### config.mk
export PLATFORM = sky130hd
export DESIGN_NAME = vga_timing_gen
export DESIGN_NICKNAME = d
export VERILOG_FILES = /design/src/rtl/vga_pkg.sv /design/src/rtl/vga_axis_ctr.sv /design/src/rtl/vga_timing_gen.sv
export SDC_FILE = /design/constraint.sdc
export NUM_CORES = 1
export LEC_CHECK = 0
export ABC_AREA = 1
export CAP_MARGIN = 40
export CORE_MARGIN = 1
export CORE_UTILIZATION = 45
export CTS_CLUSTER_DIAMETER = 40
export CTS_CLUSTER_SIZE = 14
export DETAILED_ROUTE_END_ITERATION = 10
export HOLD_SLACK_MARGIN = 0.1
export PLACE_DENSITY_LB_ADDON = 0.08
export SLEW_MARGIN = 15
export SYNTH_ARGS = -nofsm -noshare
export SYNTH_HDL_FRONTEND = slang
export SYNTH_HIERARCHICAL = 1
export SYNTH_SLANG_ARGS = --single-unit
### constraint.sdc
create_clock -name clk -period 2.6 [get_ports clk]
set_clock_uncertainty 0.15 [all_clocks]
set_input_delay 0.26 -clock clk [delete_from_list [all_inputs] [get_ports clk]]
set_output_delay 0.26 -clock clk [all_outputs]
set_load 0.02 [all_outputs]
### src/rtl/vga_pkg.sv
// vga_pkg: shared constants and types for the VGA timing generator and the
// text-mode pixel generator downstream of it.
//   - 640x480@60 Hz horizontal/vertical timing and derived indices
//   - phase_t: the four phases each timing axis walks through
//   - text grid geometry (80x60 cells of 8x8 pixels)
package vga_pkg;

    localparam int CNT_W = 10;

    localparam int H_ACTIVE = 640;
    localparam int H_FRONT  = 16;
    localparam int H_SYNC   = 96;
    localparam int H_BACK   = 48;
    localparam int H_TOTAL  = H_ACTIVE + H_FRONT + H_SYNC + H_BACK;
    localparam int H_SYNC_START = H_ACTIVE + H_FRONT;
    localparam int H_SYNC_END   = H_SYNC_START + H_SYNC;

    localparam int V_ACTIVE = 480;
    localparam int V_FRONT  = 10;
    localparam int V_SYNC   = 2;
    localparam int V_BACK   = 33;
    localparam int V_TOTAL  = V_ACTIVE + V_FRONT + V_SYNC + V_BACK;
    localparam int V_SYNC_START = V_ACTIVE + V_FRONT;
    localparam int V_SYNC_END   = V_SYNC_START + V_SYNC;

    localparam int COLS  = 80;
    localparam int ROWS  = 60;
    localparam int GLYPH = 8;

    typedef enum logic [1:0] {
        PH_ACTIVE = 2'd0,
        PH_FRONT  = 2'd1,
        PH_SYNC   = 2'd2,
        PH_BACK   = 2'd3
    } phase_t;

endpackage

### src/rtl/vga_axis_ctr.sv
// vga_axis_ctr: one timing axis (horizontal or vertical). A wrapping counter
// 0..TOTAL-1 plus the ACTIVE/FRONT/SYNC/BACK phase FSM tracking it.
// Ports:
//   clk, rst_n   clock, synchronous active-low reset
//   advance      step the counter by one this clk
//   count        current position on the axis
//   phase        current phase (phase_t encoding)
//   wrap         advance while count = TOTAL-1 (counter returns to 0 next)
module vga_axis_ctr
    import vga_pkg::*;
#(
    parameter int ACTIVE = 640,
    parameter int FRONT  = 16,
    parameter int SYNC   = 96,
    parameter int BACK   = 48
) (
    input  logic             clk,
    input  logic             rst_n,
    input  logic             advance,
    output logic [CNT_W-1:0] count,
    output logic [1:0]       phase,
    output logic             wrap
);

    localparam int TOTAL = ACTIVE + FRONT + SYNC + BACK;
    localparam logic [CNT_W-1:0] LAST      = CNT_W'(TOTAL - 1);
    localparam logic [CNT_W-1:0] FRONT_IDX = CNT_W'(ACTIVE);
    localparam logic [CNT_W-1:0] SYNC_IDX  = CNT_W'(ACTIVE + FRONT);
    localparam logic [CNT_W-1:0] BACK_IDX  = CNT_W'(ACTIVE + FRONT + SYNC);

    phase_t           phase_q;
    phase_t           phase_d;
    logic [CNT_W-1:0] count_d;

    // The phase is decided from the value the counter is about to take, so
    // phase and count always change on the same edge.
    always_comb begin
        count_d = (count == LAST) ? '0 : count + CNT_W'(1);
        phase_d = phase_q;
        if (count_d == '0)
            phase_d = PH_ACTIVE;
        else if (count_d == BACK_IDX)
            phase_d = PH_BACK;
        else if (count_d == SYNC_IDX)
            phase_d = PH_SYNC;
        else if (count_d == FRONT_IDX)
            phase_d = PH_FRONT;
    end

    always_ff @(posedge clk) begin
        if (!rst_n) begin
            count   <= '0;
            phase_q <= PH_ACTIVE;
        end else if (advance) begin
            count   <= count_d;
            phase_q <= phase_d;
        end
    end

    assign phase = phase_q;
    assign wrap  = advance && (count == LAST);

endmodule

### src/rtl/vga_timing_gen.sv
// vga_timing_gen: 640x480@60 Hz VGA timing from the 50 MHz system clock.
// Ports:
//   clk          system clock, everything on posedge
//   rst_n        synchronous active-low reset
//   pix_en       one-clk pixel tick every CLK_DIV clks
//   x, y         active-region column/row, 0 while blanking
//   bright       active-video flag, SYNC_DELAY ticks behind x/y
//   hsync, vsync active-low syncs, SYNC_DELAY ticks behind x/y
//   line_start   one-clk pulse on the tick that wraps hcount to 0
//   frame_start  one-clk pulse on the tick that wraps both counters to 0
// bright/hsync/vsync lag x/y so they line up with the pixel generator's
// RAM->ROM->colour latency.
module vga_timing_gen
    import vga_pkg::*;
#(
    parameter int H_ACTIVE   = vga_pkg::H_ACTIVE,
    parameter int H_FRONT    = vga_pkg::H_FRONT,
    parameter int H_SYNC     = vga_pkg::H_SYNC,
    parameter int H_BACK     = vga_pkg::H_BACK,
    parameter int V_ACTIVE   = vga_pkg::V_ACTIVE,
    parameter int V_FRONT    = vga_pkg::V_FRONT,
    parameter int V_SYNC     = vga_pkg::V_SYNC,
    parameter int V_BACK     = vga_pkg::V_BACK,
    parameter int CLK_DIV    = 2,
    parameter int SYNC_DELAY = 2
) (
    input  logic       clk,
    input  logic       rst_n,
    output logic       pix_en,
    output logic [9:0] x,
    output logic [9:0] y,
    output logic       bright,
    output logic       hsync,
    output logic       vsync,
    output logic       line_start,
    output logic       frame_start
);

    localparam int DIV_W = (CLK_DIV > 1) ? $clog2(CLK_DIV) : 1;
    localparam logic [DIV_W-1:0] DIV_LAST = DIV_W'(CLK_DIV - 1);
    // {bright, hsync, vsync} while blanked: dark, syncs released
    localparam logic [2:0] BLANK = 3'b011;

    logic [DIV_W-1:0] div;
    logic [CNT_W-1:0] hcount;
    logic [CNT_W-1:0] vcount;
    logic [1:0]       h_phase;
    logic [1:0]       v_phase;
    logic             h_wrap;
    logic             v_wrap;
    logic [2:0]       raw;
    logic [2:0]       dly;

    // Pixel tick divider; with CLK_DIV=1 div is stuck at 0 and pix_en at 1.
    always_ff @(posedge clk) begin
        if (!rst_n)
            div <= '0;
        else if (div == DIV_LAST)
            div <= '0;
        else
            div <= div + DIV_W'(1);
    end

    assign pix_en = (div == DIV_LAST);

    vga_axis_ctr #(
        .ACTIVE(H_ACTIVE),
        .FRONT (H_FRONT),
        .SYNC  (H_SYNC),
        .BACK  (H_BACK)
    ) u_h (
        .clk    (clk),
        .rst_n  (rst_n),
        .advance(pix_en),
        .count  (hcount),
        .phase  (h_phase),
        .wrap   (h_wrap)
    );

    // h_wrap already carries pix_en, so the vertical axis steps once per line.
    vga_axis_ctr #(
        .ACTIVE(V_ACTIVE),
        .FRONT (V_FRONT),
        .SYNC  (V_SYNC),
        .BACK  (V_BACK)
    ) u_v (
        .clk    (clk),
        .rst_n  (rst_n),
        .advance(h_wrap),
        .count  (vcount),
        .phase  (v_phase),
        .wrap   (v_wrap)
    );

    assign x = (h_phase == PH_ACTIVE) ? hcount : '0;
    assign y = (v_phase == PH_ACTIVE) ? vcount : '0;

    assign line_start  = h_wrap;
    assign frame_start = v_wrap;

    assign raw = {(h_phase == PH_ACTIVE) && (v_phase == PH_ACTIVE),
                  (h_phase != PH_SYNC),
                  (v_phase != PH_SYNC)};

    generate
        if (SYNC_DELAY == 0) begin : g_no_dly
            assign dly = raw;
        end else begin : g_dly
            logic [2:0] dly_p [SYNC_DELAY];

            // Stage boundary: one pixel tick per entry, dly_p[0] nearest raw.
            always_ff @(posedge clk) begin
                if (!rst_n) begin
                    for (int i = 0; i < SYNC_DELAY; i++)
                        dly_p[i] <= BLANK;
                end else if (pix_en) begin
                    dly_p[0] <= raw;
                    for (int i = 1; i < SYNC_DELAY; i++)
                        dly_p[i] <= dly_p[i-1];
                end
            end

            assign dly = dly_p[SYNC_DELAY-1];
        end
    endgenerate

    assign bright = dly[2];
    assign hsync  = dly[1];
    assign vsync  = dly[0];

endmodule

==> results.sh, run 1 <==
export IMPL_status="finished with violations"
export IMPL_violations="DRC"
export IMPL_start_util=0.477
export IMPL_cellPowerDensity_nw_per_um2=435
export IMPL_intPower_mw=0.841
export IMPL_grt_ovfl_total=0
export IMPL_yosysTopAreaCellShare=0.236
export IMPL_avgRoutedWirePerCell_um=11.5
export IMPL_cts_tree="built"
export IMPL_grt_pass1_wl_um=8690
export IMPL_postRouteAntennaNets=0
export IMPL_drv_cap=0
export IMPL_via_per_inst=5.03
export IMPL_hold_viol_final=0
export IMPL_cts_hold_buffers=0
export IMPL_place_gp_congestion=0.831
export IMPL_hpwl_um=3550
export IMPL_drc=6
export IMPL_firstDrtPassIters=7
export IMPL_synth_largest_area_cell="dfxtp_1"
export IMPL_fp_row_count=24
export IMPL_syn_inst=334
export IMPL_hold_class="register to register"
export IMPL_critPathArrivalTime_ns=1.99
export IMPL_finalInstanceArea_um2=2570
export IMPL_swShare=0.247
export IMPL_drive_above_1_share=0.134
export IMPL_ff2ff_setup_slack_ns=0.56
export IMPL_root_buffer="clkbuf_8"
export IMPL_crit_path_end_kind="output port"
export IMPL_synth_cell_area_um2=2120
export IMPL_pin_count=28
export IMPL_yosysSeqAreaShare=0.321
export IMPL_p_comb_frac=0.124
export IMPL_cp_required_ns=2.19
export IMPL_placed_cell_area_um2=2460
export IMPL_crit_type="register to output port"
export IMPL_setup_viol=0
export IMPL_post_route_util=0.578
export IMPL_dp_worst_setup_slack_ns=0.212
export IMPL_crit_fanout=6
export IMPL_h_tree_depth=2
export IMPL_ys_ff_latch=31
export IMPL_yosysUniqueCellTypes=33
export IMPL_total_power_mw=1.12
export IMPL_fin_crit_ns=2.40
export IMPL_fp_dieArea_um2=4990
export IMPL_peakVddDrop_v=0.000463
export IMPL_slew_headroom=0.730
export IMPL_cts_inserted_buffers=5
export IMPL_antenna_found_initial=0
export IMPL_yosys_warnings=6
export IMPL_synth_fp_nets=340
export IMPL_ctsLongestPathBuffers=2
export IMPL_max_freq_mhz=417
export IMPL_io_buffers=27
export IMPL_finalNetCount=373
export IMPL_hold_ws_ns=0.350
export IMPL_grt_max_degree=26
export IMPL_clock_sinks=31
export IMPL_p_clk_frac=0.409
export IMPL_drt_iter0_drc=145
export IMPL_vias=2106
export IMPL_die_x_um=70.7
export IMPL_rsz0062_at_grt="false"
export IMPL_coreArea_um2=4440
export IMPL_instances_no_fill=419
export IMPL_die_h_um=70.7
export IMPL_finalMaxSlewViolations=0
export IMPL_grt_usage=0.216
export IMPL_diodes=0
export IMPL_yosys_top_cells_area="dfxtp_1 24%, nand2_1 12%, nor2_1 9.7%, inv_1 9.6%, edfxtp_1 8.5%"
export IMPL_fin_setup_tns_ns=0
export IMPL_first_global_vias=1895
export IMPL_worst_slew_pin_slew_ns=0.404
export IMPL_wl_um=4810
export IMPL_syn_mean_instance_area_um2=6.35
export IMPL_switchingPower_mw=0.276
export IMPL_clkLatencyLatePin_ns=0.28
export IMPL_path_clk_slew_ns=0.07
export IMPL_finalCritPeriodShare=0.923
export IMPL_sequentialPowerShare=0.467
export IMPL_area_delta_synth_final_pct=21.0
export IMPL_critPathLaunchType="register"
export IMPL_leakagePower_nw=1.16
export IMPL_dp_cells=412
export IMPL_setup_ws_ns=0.200
[area by class of cell]
class,count,area (um^2)
clock buffer,6,72.6
clock inverter,1,30.0
fill,467,1880
inverter,60,226
multi-input combinational,237,1180
sequential,31,681
tap,52,65.1
timing repair buffer,32,309
[registers in the layout (all words and copies together), names as in the netlist]
signal,cells
u_v/count,10
g_dly.dly_p,6
pix_en,1
u_v/phase,2
u_h/phase,2
u_h/count,10
[synth_stat cells]
library cell / count
buf_4: 1
clkbuf_4: 1
a211oi_1: 1
inv_1: 54
a21oi_1: 20
or2_1: 2
o21ai_2: 1
nor3b_1: 1
nand3_4: 2
nand3_2: 2
a21oi_2: 2
nor2_4: 3
nor2_1: 55
ha_1: 4
nand2_1: 67
clkinv_2: 1
clkbuf_2: 1
xor2_1: 1
inv_2: 5
nand2_2: 11
and2_1: 2
o21ai_1: 2
o21ai_0: 21
nand3_1: 22
o21bai_1: 1
nor2_2: 10
nand4_1: 3
buf_2: 1
dfxtp_1: 25
nor3_1: 1
clkbuf_1: 2
nand3b_1: 3
edfxtp_1: 6
[cells in the final DEF (no fill, tap or decap), types with 6 or more instances in the layout]
master | synthesis | final
nor2_1 | 55 | 54
o21ai_0 | 21 | 21
inv_1 | 54 | 54
edfxtp_1 | 6 | 6
nand3_1 | 22 | 22
dfxtp_1 | 25 | 25
clkdlybuf4s50_1 | 0 | 25
a21oi_1 | 20 | 20
nand2_2 | 11 | 11
nand2_1 | 67 | 67
nor2_2 | 10 | 11
[cells by family (layout without fill, tap and decap cells)]
logic type,Yosys count,after routing,synth area share
fa+ha+maj,4,4,0.0236
xor+xnor,1,1,0.00413
flops,31,31,0.321
simple gates,184,184,0.409
compound gates,48,48,0.121
buf+inv,66,99,0.122
[routing by layer]
| layer | vias to the layer above | track usage | wire, um |
|---|---|---|---|
| met5 | - | 0 | 0 |
| met4 | 0 | 0.0600 | 39 |
| met1 | 939 | 0.304 | 2400 |
| met2 | 52 | 0.333 | 2090 |
| met3 | 4 | 0.0484 | 281 |
| li1 | 1111 | - | - |
[power groups by stage]
| stage | clock network, mW | registers [mW] | logic, mW |
|---|---|---|---|
| 2_1_floorplan | 0 | 0.534 | 0.0823 |
| 3_3_place_gp | 0 | 0.531 | 0.137 |
| 3_5_place_dp | 0 | 0.532 | 0.138 |
| 4_1_cts | 0.466 | 0.522 | 0.139 |
| 5_1_grt | 0.490 | 0.525 | 0.153 |
| 6_report | 0.457 | 0.522 | 0.138 |
[critical path, stage by stage (launching register included)]
cell and delay [ns]:
dfxtp_1 0.35, ha_1 0.22, nand2_2 0.10, nor2_4 0.21, nand3_4 0.12, nor2_2 0.16
nor3b_1 0.20, dlygate4sd2_1 0.37
[what timing repair did]
action,4_1_cts,5_1_grt
buffers inserted,0,0
endpoints found under the setup margin,1,1
resized for setup,1,1
[path summary, 6_finish.rpt]
| kind | endpoint | cells past startpoint | from |
|---|---|---|---|
| worst max-delay path | frame_start | 7 | u_h/count[0] |
| worst min-delay path | u_v/phase[1] | 2 | u_v/phase[1] |
| worst max register to register | u_h/phase[0] | 12 | u_h/count[0] |
| worst min register to register | u_v/phase[1] | 2 | u_v/phase[1] |
No activity file was read; power rests on OpenSTA's default activity.
==> run 2: changes to the inputs <==
--- a/config.mk
+++ b/config.mk
@@ -9,7 +9,6 @@
 export CAP_MARGIN = 40
 export CORE_MARGIN = 1
 export CORE_UTILIZATION = 45
-export CTS_CLUSTER_DIAMETER = 40
 export CTS_CLUSTER_SIZE = 14
 export DETAILED_ROUTE_END_ITERATION = 10
 export HOLD_SLACK_MARGIN = 0.1
@@ -17,5 +16,4 @@
 export SLEW_MARGIN = 15
 export SYNTH_ARGS = -nofsm -noshare
 export SYNTH_HDL_FRONTEND = slang
-export SYNTH_HIERARCHICAL = 1
 export SYNTH_SLANG_ARGS = --single-unit
==> results.sh, run 2 <==
export IMPL_status="complete, no violations"
export IMPL_yosysUniqueCellTypes=24
export IMPL_slew_headroom=0.720
export IMPL_peakVddDrop_v=0.000187
export IMPL_postCtsSetupRepairBufs=0
export IMPL_cp_startpoint="u_h.count[1]"
export IMPL_ys_ff_latch=31
export IMPL_io_buffers=27
export IMPL_path_clk_slew_ns=0.06
export IMPL_cts_inserted_buffers=5
export IMPL_multi_input_comb_area_um2=1110
export IMPL_syn_mean_instance_area_um2=6.41
export IMPL_setup_viol=0
export IMPL_dp_worst_setup_slack_ns=0.276
export IMPL_instances_no_fill=392
export IMPL_setup_ws_ns=0.262
export IMPL_final_common_cell="nand2_1"
export IMPL_dp_cells=384
export IMPL_ys_async_sr_fraction=0
export IMPL_finalCritPeriodShare=0.899
export IMPL_placed_cell_area_um2=2320
export IMPL_critPathLaunchType="register"
export IMPL_regArea_um2=681
export IMPL_cellPowerDensity_nw_per_um2=379
export IMPL_cts_tree="built"
export IMPL_wl_um=4520
export IMPL_grt_max_degree=24
export IMPL_total_power_mw=0.912
export IMPL_cp_required_ns=2.19
export IMPL_die_x_um=68.6
export IMPL_via_per_inst=5.03
export IMPL_yosys_top_cells_area="dfxtp_1 25%, nand2_1 14%, nor2_1 9.2%, edfxtp_1 9.0%, inv_1 8.5%"
export IMPL_finalNetCount=347
export IMPL_hpwl_um=3480
export IMPL_drv_cap=0
export IMPL_area_delta_synth_final_pct=20.7
export IMPL_postRouteAntennaNets=0
export IMPL_synth_cell_area_um2=1990
export IMPL_leakagePower_nw=1.04
export IMPL_yosysSeqAreaShare=0.341
export IMPL_rsz0062_at_grt="false"
export IMPL_vias=1971
export IMPL_fp_row_count=23
export IMPL_die_h_um=68.6
export IMPL_drive_above_1_share=0.0965
export IMPL_firstDrtPassIters=4
export IMPL_place_gp_congestion=0.915
export IMPL_hold_class="register to register"
export IMPL_grt_ovfl_total=0
export IMPL_num_fill_cells=420
export IMPL_crit_fanout=7
export IMPL_synth_most_common_cell="nand2_1"
export IMPL_drt_iter0_drc=87
export IMPL_finalMaxSlewViolations=0
export IMPL_fp_dieArea_um2=4700
export IMPL_synth_edf_count=6
export IMPL_critPathArrivalTime_ns=1.93
export IMPL_avgRoutedWirePerCell_um=11.5
export IMPL_finalInstanceArea_um2=2400
export IMPL_yosysTopAreaCellShare=0.251
export IMPL_synthTopCellsByCount="73 x nand2_1, 49 x nor2_1, 45 x inv_1"
export IMPL_coreArea_um2=4120
export IMPL_grt_usage=0.219
export IMPL_crit_type="register to output port"
export IMPL_yosys_warnings=0
export IMPL_hold_ws_ns=0.350
export IMPL_grt_pass1_wl_um=7530
export IMPL_final_cell_mix="73 x nand2_1, 49 x nor2_1, 45 x inv_1"
export IMPL_start_util=0.484
export IMPL_post_route_util=0.584
export IMPL_hold_viol_final=0
export IMPL_synth_largest_area_cell="dfxtp_1"
export IMPL_fin_setup_tns_ns=0
export IMPL_diodes=0
export IMPL_min_from="u_h.phase[1]"
export IMPL_clock_sinks=31
export IMPL_drc=0
export IMPL_root_buffer="clkbuf_8"
export IMPL_first_global_vias=1735
export IMPL_fin_crit_ns=2.34
export IMPL_r2r_start="u_h.count[1]"
export IMPL_max_freq_mhz=428
export IMPL_h_tree_depth=2
export IMPL_pin_count=28
export IMPL_antenna_found_initial=0
export IMPL_clkLatencyLatePin_ns=0.28
export IMPL_worst_slew_pin_slew_ns=0.419
export IMPL_crit_path_end_kind="output port"
export IMPL_synth_fp_nets=317
export IMPL_synthFlopType="dfxtp_1"
export IMPL_ctsLongestPathBuffers=2
export IMPL_syn_inst=311
export IMPL_reg_top3="u_h.count (10), u_v.count (10), g_dly.dly_p (6)"
==> run 2: cell count changes in the layout (fill, tap and decap cells not counted), moves of 3 or more <==
cell and change:
nand2_2 -6, or2_2 +4, nand2_1 +6, inv_2 -5, nand4_1 +3, inv_1 -9
nor2_1 -5, nor2_2 -4, clkinv_1 +3, o22ai_1 +6
==> run 2: what timing repair did <==
item | CTS | global route
hold buffers | 0 | 0
endpoints found under the setup margin | 1 | 1
hold endpoints to repair | 0 | 0
resized for setup | 1 | 1
cloned | 0 | 0
==> run 2: layout make-up <==
| class | instances | area share |
|---|---|---|
| inverters | 46 | 0.0718 |
| multi-input cells | 227 | 0.462 |
| repair buffers | 30 | 0.122 |
| well taps | 50 | 0.0260 |
| clock inverters | 3 | 0.00624 |
| clock buffers | 5 | 0.0286 |
| flip-flops and latches | 31 | 0.283 |
==> run 2: worst paths after layout <==
kind                                           to  depth (start not counted)  slack [ns]
worst max-delay path                  frame_start                          8        0.26
worst min-delay path            g_dly.dly_p[0][1]                          1        0.35
worst max register to register       u_h.phase[1]                         12        0.54
worst min register to register  g_dly.dly_p[0][1]                          1        0.35
==> run 2: metal layers <==
layer,vias to the layer above,global-route usage,part of all wire
met3,12,0.0461,0.043
met4,0,0.0938,0.025
met5,-,0,0
met1,850,0.254,0.46
li1,1054,-,-
met2,55,0.385,0.47
==> run 2: worst max-delay path, cell delays in order, from the launching register on <==
cell	delay [ns]
dfxtp_1	0.41
ha_1	0.22
nand2_2	0.08
nor2_4	0.20
nand3_4	0.15
nor2_4	0.13
inv_1	0.04
nor2_1	0.07
dlygate4sd2_1	0.33
==> run 2: kinds of logic (layout without fill, tap and decap cells) <==
logic type	count (synthesis)	in the layout	share of synthesized area
AO/OA/AOI/OAI	44	44	0.116
XOR/XNOR	2	2	0.00879
adder cells (fa/ha/maj)	4	4	0.0251
buffers and inverters	53	84	0.101
flip-flops	31	31	0.341
AND/OR/NAND/NOR	177	177	0.407
==> run 2: power breakdown <==
group | internal (mW) | leakage (nW) | switching, mW
registers | 0.496 | 0.252 | 0.00544
logic | 0.0170 | 0.746 | 0.0298
clock network | 0.181 | 0.0392 | 0.182
==> run 3: changes to the inputs <==
--- a/config.mk
+++ b/config.mk
@@ -6,6 +6,7 @@
 export NUM_CORES = 1
 export LEC_CHECK = 0
 export ABC_AREA = 1
+export ABC_CLOCK_PERIOD_IN_PS = 2600
 export CAP_MARGIN = 40
 export CORE_MARGIN = 1
 export CORE_UTILIZATION = 45
==> results of run 3 <==
Same layout as run 2: the final DEF is identical, and so are final timing and power.
